--- src/rtl/ldpc_phase_scheduler.sv ---
// ldpc_phase_scheduler
//   Central sequencer for the PE_BLOCK / CNU array of the LDPC decoder.
//
//   Each iteration is one VNU phase followed by one CNU phase. A phase is a
//   sweep of L addresses (RUN) and then a pipeline-drain window (DRAIN). After
//   MAX_ITER iterations the scheduler passes through a one-cycle SWAP state.
//   SWAP either starts the next frame by flipping the bank select rs, or
//   returns to IDLE when no frame is waiting.
//
//   Handshake: start and frame_ready are levels sampled on the rising edge.
//   A transfer happens only when the scheduler is in IDLE with start=1 and
//   frame_ready=1, or in SWAP with frame_ready=1. The transfer is reported
//   by frame_ack, a one-cycle pulse in the first VNU_RUN cycle of the new
//   frame, which is also the cycle in which rs shows the new bank.
//
//   All outputs are registered. The block computes the next state, the
//   counters and the output values together, and loads them in one always_ff.
//   state_dbg gives checkers a view of the FSM state.
//
//   Optional feature, enabled by defining the macro LDPC_EARLY_TERM_EN:
//   adds the input syndrome_ok. It is sampled on the last CNU_DRAIN cycle,
//   and a high value ends the frame early by going to SWAP.
module ldpc_phase_scheduler #(
  parameter int L          = 32,
  parameter int ADDR_WIDTH = 5,
  parameter int VNU_DELAY  = 4,
  parameter int CNU_DELAY  = 6,
  parameter int MAX_ITER   = 36,
  parameter int ITER_WIDTH = 6
) (
  input  logic                  clk,
  input  logic                  reset,
  input  logic                  start,
  input  logic                  frame_ready,
`ifdef LDPC_EARLY_TERM_EN
  input  logic                  syndrome_ok,
`endif
  output logic                  frame_ack,
  output logic                  vnu_en,
  output logic                  cnu_en,
  output logic                  ag_en,
  output logic                  ag_reset,
  output logic                  addr_valid,
  output logic [ADDR_WIDTH-1:0] addr,
  output logic                  rs,
  output logic [ITER_WIDTH-1:0] itr_count,
  output logic                  phase_done,
  output logic                  frame_done,
  output logic                  busy,
  output logic [2:0]            state_dbg
);

  typedef enum logic [2:0] {
    S_IDLE      = 3'd0,
    S_VNU_RUN   = 3'd1,
    S_VNU_DRAIN = 3'd2,
    S_CNU_RUN   = 3'd3,
    S_CNU_DRAIN = 3'd4,
    S_SWAP      = 3'd5
  } state_t;

  // The drain counter must be wide enough for the longer of the two drain windows.
  localparam int MAX_DELAY = (VNU_DELAY > CNU_DELAY) ? VNU_DELAY : CNU_DELAY;
  localparam int DW        = $clog2(MAX_DELAY + 1);

  localparam logic [ADDR_WIDTH-1:0] ADDR_LAST = ADDR_WIDTH'(L - 1);
  localparam logic [DW-1:0]         VNU_LAST  = DW'(VNU_DELAY - 1);
  localparam logic [DW-1:0]         CNU_LAST  = DW'(CNU_DELAY - 1);
  localparam logic [ITER_WIDTH-1:0] ITER_LAST = ITER_WIDTH'(MAX_ITER - 1);

  state_t                state, state_n;
  logic [ADDR_WIDTH-1:0] addr_n;
  logic [DW-1:0]         dcnt, dcnt_n;
  logic [ITER_WIDTH-1:0] itr_n;
  logic                  rs_n;
  logic                  ack_n;
  logic                  early_stop;
  logic                  run_n;
  logic                  phase_done_n;

`ifdef LDPC_EARLY_TERM_EN
  assign early_stop = syndrome_ok;
`else
  assign early_stop = 1'b0;
`endif

  assign state_dbg = state;

  // Next-state and counter logic: phase sequencing, address sweep, drain and iteration counting
  always_comb begin
    state_n = state;
    addr_n  = addr;
    dcnt_n  = dcnt;
    itr_n   = itr_count;
    rs_n    = rs;
    ack_n   = 1'b0;
    case (state)
      S_IDLE: begin
        if (start && frame_ready) begin
          state_n = S_VNU_RUN;
          addr_n  = '0;
          itr_n   = '0;
          rs_n    = ~rs;
          ack_n   = 1'b1;
        end
      end
      S_VNU_RUN: begin
        if (addr == ADDR_LAST) begin
          state_n = S_VNU_DRAIN;
          addr_n  = '0;
          dcnt_n  = '0;
        end else begin
          addr_n = addr + ADDR_WIDTH'(1);
        end
      end
      S_VNU_DRAIN: begin
        if (dcnt == VNU_LAST) begin
          state_n = S_CNU_RUN;
          addr_n  = '0;
        end else begin
          dcnt_n = dcnt + DW'(1);
        end
      end
      S_CNU_RUN: begin
        if (addr == ADDR_LAST) begin
          state_n = S_CNU_DRAIN;
          addr_n  = '0;
          dcnt_n  = '0;
        end else begin
          addr_n = addr + ADDR_WIDTH'(1);
        end
      end
      S_CNU_DRAIN: begin
        if (dcnt == CNU_LAST) begin
          // itr_count counts completed iterations, so during SWAP it shows the final total.
          itr_n = itr_count + ITER_WIDTH'(1);
          if ((itr_count == ITER_LAST) || early_stop) begin
            state_n = S_SWAP;
          end else begin
            state_n = S_VNU_RUN;
            addr_n  = '0;
          end
        end else begin
          dcnt_n = dcnt + DW'(1);
        end
      end
      S_SWAP: begin
        itr_n = '0;
        if (frame_ready) begin
          state_n = S_VNU_RUN;
          addr_n  = '0;
          rs_n    = ~rs;
          ack_n   = 1'b1;
        end else begin
          state_n = S_IDLE;
        end
      end
      default: begin
        state_n = S_IDLE;
        addr_n  = '0;
        dcnt_n  = '0;
        itr_n   = '0;
      end
    endcase
  end

  // Output decode from the next state, so the registered outputs line up with the state register
  always_comb begin
    run_n        = (state_n == S_VNU_RUN) || (state_n == S_CNU_RUN);
    phase_done_n = ((state_n == S_VNU_DRAIN) && (dcnt_n == VNU_LAST)) ||
                   ((state_n == S_CNU_DRAIN) && (dcnt_n == CNU_LAST));
  end

  // State, counter and output registers; reset returns the block to IDLE on bank 0
  always_ff @(posedge clk) begin
    if (!reset) begin
      state      <= S_IDLE;
      addr       <= '0;
      dcnt       <= '0;
      itr_count  <= '0;
      rs         <= 1'b0;
      frame_ack  <= 1'b0;
      vnu_en     <= 1'b0;
      cnu_en     <= 1'b0;
      ag_en      <= 1'b0;
      ag_reset   <= 1'b1;
      addr_valid <= 1'b0;
      phase_done <= 1'b0;
      frame_done <= 1'b0;
      busy       <= 1'b0;
    end else begin
      state      <= state_n;
      addr       <= addr_n;
      dcnt       <= dcnt_n;
      itr_count  <= itr_n;
      rs         <= rs_n;
      frame_ack  <= ack_n;
      vnu_en     <= (state_n == S_VNU_RUN) || (state_n == S_VNU_DRAIN);
      cnu_en     <= (state_n == S_CNU_RUN) || (state_n == S_CNU_DRAIN);
      ag_en      <= run_n;
      ag_reset   <= ~run_n;
      addr_valid <= run_n;
      phase_done <= phase_done_n;
      frame_done <= (state_n == S_SWAP);
      busy       <= (state_n != S_IDLE);
    end
  end

endmodule

--- config.mk ---
export PLATFORM = sky130hd
export DESIGN_NAME = ldpc_phase_scheduler
export DESIGN_NICKNAME = d
export VERILOG_FILES = /design/src/rtl/ldpc_phase_scheduler.sv
export SDC_FILE = /design/constraint.sdc
export NUM_CORES = 1
export LEC_CHECK = 0
export CAP_MARGIN = 20
export CORE_MARGIN = 2
export CORE_UTILIZATION = 45
export CTS_CLUSTER_DIAMETER = 30
export CTS_CLUSTER_SIZE = 25
export DETAILED_ROUTE_END_ITERATION = 8
export PLACE_DENSITY = 0.72
export SLEW_MARGIN = 20
export SYNTH_ARGS = -nofsm -noshare
export SYNTH_HDL_FRONTEND = slang
export SYNTH_SLANG_ARGS = --single-unit
--- constraint.sdc ---
create_clock -name clk -period 3.3 [get_ports clk]
set_clock_uncertainty 0.15 [all_clocks]
set_input_delay 0.495 -clock clk [delete_from_list [all_inputs] [get_ports clk]]
set_output_delay 0.495 -clock clk [all_outputs]
set_load 0.05 [all_outputs]
==> results.toml <==
[outcome]
status = "complete, no violations"

[finish]
area_growth_pct = 23.37
final_layout_size_suffix_gt1_frac = 0.06250
fillers = 255
fin_nets = 188
final_cells = 207
post-route-util = 0.5888
n_antenna_cell = 0

[die]
dieArea_sq_um = 3401
design.core.area_sq_um = 2781
core.rowCount = 19
start_util = 0.4773
ios = 28
fp.dieW_um = 58.32
die_h_um = 58.32

[placement]
port_buffers = 27
dp_hpwl_um = 2192
dpl.cell_count = 203
place.gp.congestion = 0.8317

[sta]
tns_ns = 0
tightest_slew_ns = 0.5022
finalMaxSlewViolations = 0
fmaxAchievable_mhz = 381.8
setup_viol_count_final = 0
hold_viol = 0
layout_min_cycle_time_ns = 2.619
finalCritPeriodShare = 0.7937
rsz0062_at_grt = "no"
max_slew_margin = 0.6642

[pwr]
power.leakage_nw = 0.5930
ir_drop_mv = 0.2768
power_density_nw_per_um2 = 386.4

[route]
avgViaCountPerCell = 5.744
vias = 1189
antenna_left = 0
drt-total-wl_um = 2867
drc_errors = 0
drt_iter0_drc = 47
drt-pass1-iter-count = 4
wl_per_cell_um = 13.85

[yosys]
synth_area_leaders = "dfxtp_1 (39%), ha_1 (6.6%), nor2_1 (5.1%)"
synthCells = 152
postSynth.asyncResetShare = 0
synth_area_sq_um = 1328
synth_common_cells = "dfxtp_1 (26), nor2_1 (18), nand2_1 (13)"
synth-seq-cells = 26
ys_types = 47
yosys.area.top_type = "dfxtp_1"
synth_top_area_share = 0.3921
synth_edf_count = 0
yosys_warnings = 0
synth_ff_type = "dfxtp_1"
syn-mean-instance-area_sq_um = 8.734
synth.most_common_cell = "dfxtp_1"
seq_area_frac_synth = 0.3921
synth.net_count = 163

[global_route]
grt_pass1_vias = 1128
grt_overflow = 0
grt_pass1_wl_um = 4850
antenna_found_initial = 0
grt_max_degree = 18
grtUsageTotal = 0.1803

[setup_path]
slowest_stage = "or4_4"
max_stage_delay_ns = 0.51
start_kind = "register"
crit_fanout = 6
r2r-end = "phase_done"
crit_chain = "ha_1, and3_1, ha_1, mux2_2, o21ai_1, a211oi_1, or4_4, a2111oi_4"
reg2reg_depth = 8
crit_required_ns = 3.39
arrival_ns = 2.70
cp_common_cell = "ha_1"
ff2ff_setup_slack_ns = 0.68
end_kind = "register"
r2r_start = "addr[0]"
worstSetupPathType = "register to register"

[clock_network]
clk_path_buf_depth = 2
postCtsSetupBuffers = 0
cts.sinks = 26
hold_buffers = 0
numCtsBuffers = 3
cts-resized-gates = 0
insertion_delay_ns = 0.32
path_clk_slew_ns = 0.15
tritoncts = "built"
clock_tree.htree_level_count = 1
root_buffer = "clkbuf_4"

[worst_hold_path]
whs_endpoint = "addr[4]"
hold_path_depth = 2
holdCritPathClass = "register to register"
hp-start = "addr[4]"

[run]
maxCapViolCount = 0
## area by class of cell
cell class / instances / area, sq um / area share
Clock buffer: 3 / 22.52 / 0.01375
Inverter: 7 / 26.28 / 0.01604
Timing Repair Buffer: 28 / 277.8 / 0.1696
Multi-Input combinational cell: 111 / 721.9 / 0.4408
Tap cell: 31 / 38.79 / 0.02368
Sequential cell: 26 / 520.5 / 0.3178
Clock inverter: 1 / 30.03 / 0.01833
## registers in the layout (all words and copies together), names as in the netlist, 3 cells and up
name / flops
dcnt: 3
state_dbg: 3
itr_count: 6
addr: 5
## layout by cell type (no fill, tap or decap), drive strengths merged, types with 2 or more instances in the layout
master         instances
dfxtp                 26
clkbuf                 3
xnor2                  4
ha                     7
and2                   2
a311oi                 2
or3b                   2
nor2b                  3
nand3                  4
nand2                 13
or3                    2
nor2                  18
or4                    2
inv                    7
nand2b                 3
clkdlybuf4s50         27
o21ai                  9
nand3b                 2
a21oi                 10
and3                   2
nor3                   6
## per-layer routing
metal	wire length (um)	GRT usage	vias to the layer above
met5	0	0	-
met4	39	0.06312	0
met3	160	0.02198	6
met2	1446	0.3258	42
met1	1220	0.2191	555
li1	-	-	586
## kinds of logic (layout without fill, tap and decap cells)
kind of cell             Yosys count  count (layout)  share of synthesized area
flip-flops                        26              26                     0.3921
AO/OA/AOI/OAI                     33              33                     0.1744
XOR/XNOR                           5               5                    0.03299
AND/OR/NAND/NOR                   65              65                     0.2620
adder cells (fa/ha/maj)            7               7                    0.06597
buffers and inverters             15              39                    0.06410
multiplexers                       1               1                   0.008482
## report_power, final
group / internal [mW] / switching, mW
sequential: 0.322 / 0.00779
combinational: 0.0296 / 0.0543
clock: 0.123 / 0.0967
## stage by stage
stage / area (sq um) / hold WS, ns / total power [mW] / setup slack (ns)
detailed placement: 1585 / 0.3448 / 0.4205 / 0.6781
global placement: 1585 / 0.3182 / 0.4202 / 0.6736
floorplan: 1328 / 0.4081 / 0.3968 / 0.5480
global route: 1638 / 0.4050 / 0.6559 / 0.4571
CTS: 1638 / 0.3668 / 0.6370 / 0.6476
finish: 1638 / 0.3625 / 0.6329 / 0.6809
## critical path: cells and delay by family (launching register included)
kind                       cells  cell delay [ns]
and+or+nand+nor                2             0.70
AOI/OAI and AO/OA              3             0.58
adders and majority gates      2             0.46
DFF                            1             0.38
muxes                          1             0.27
## worst max-delay path by stage
stage	from	to	slack (ns)	cells past startpoint
floorplan	addr[0]	phase_done	0.55	8
detailed placement	addr[0]	phase_done	0.68	8
global route	addr[0]	phase_done	0.46	8
finish	addr[0]	phase_done	0.68	8
global placement	addr[0]	phase_done	0.67	8
CTS	addr[0]	phase_done	0.65	8
No activity file was read; power rests on OpenSTA's default activity.
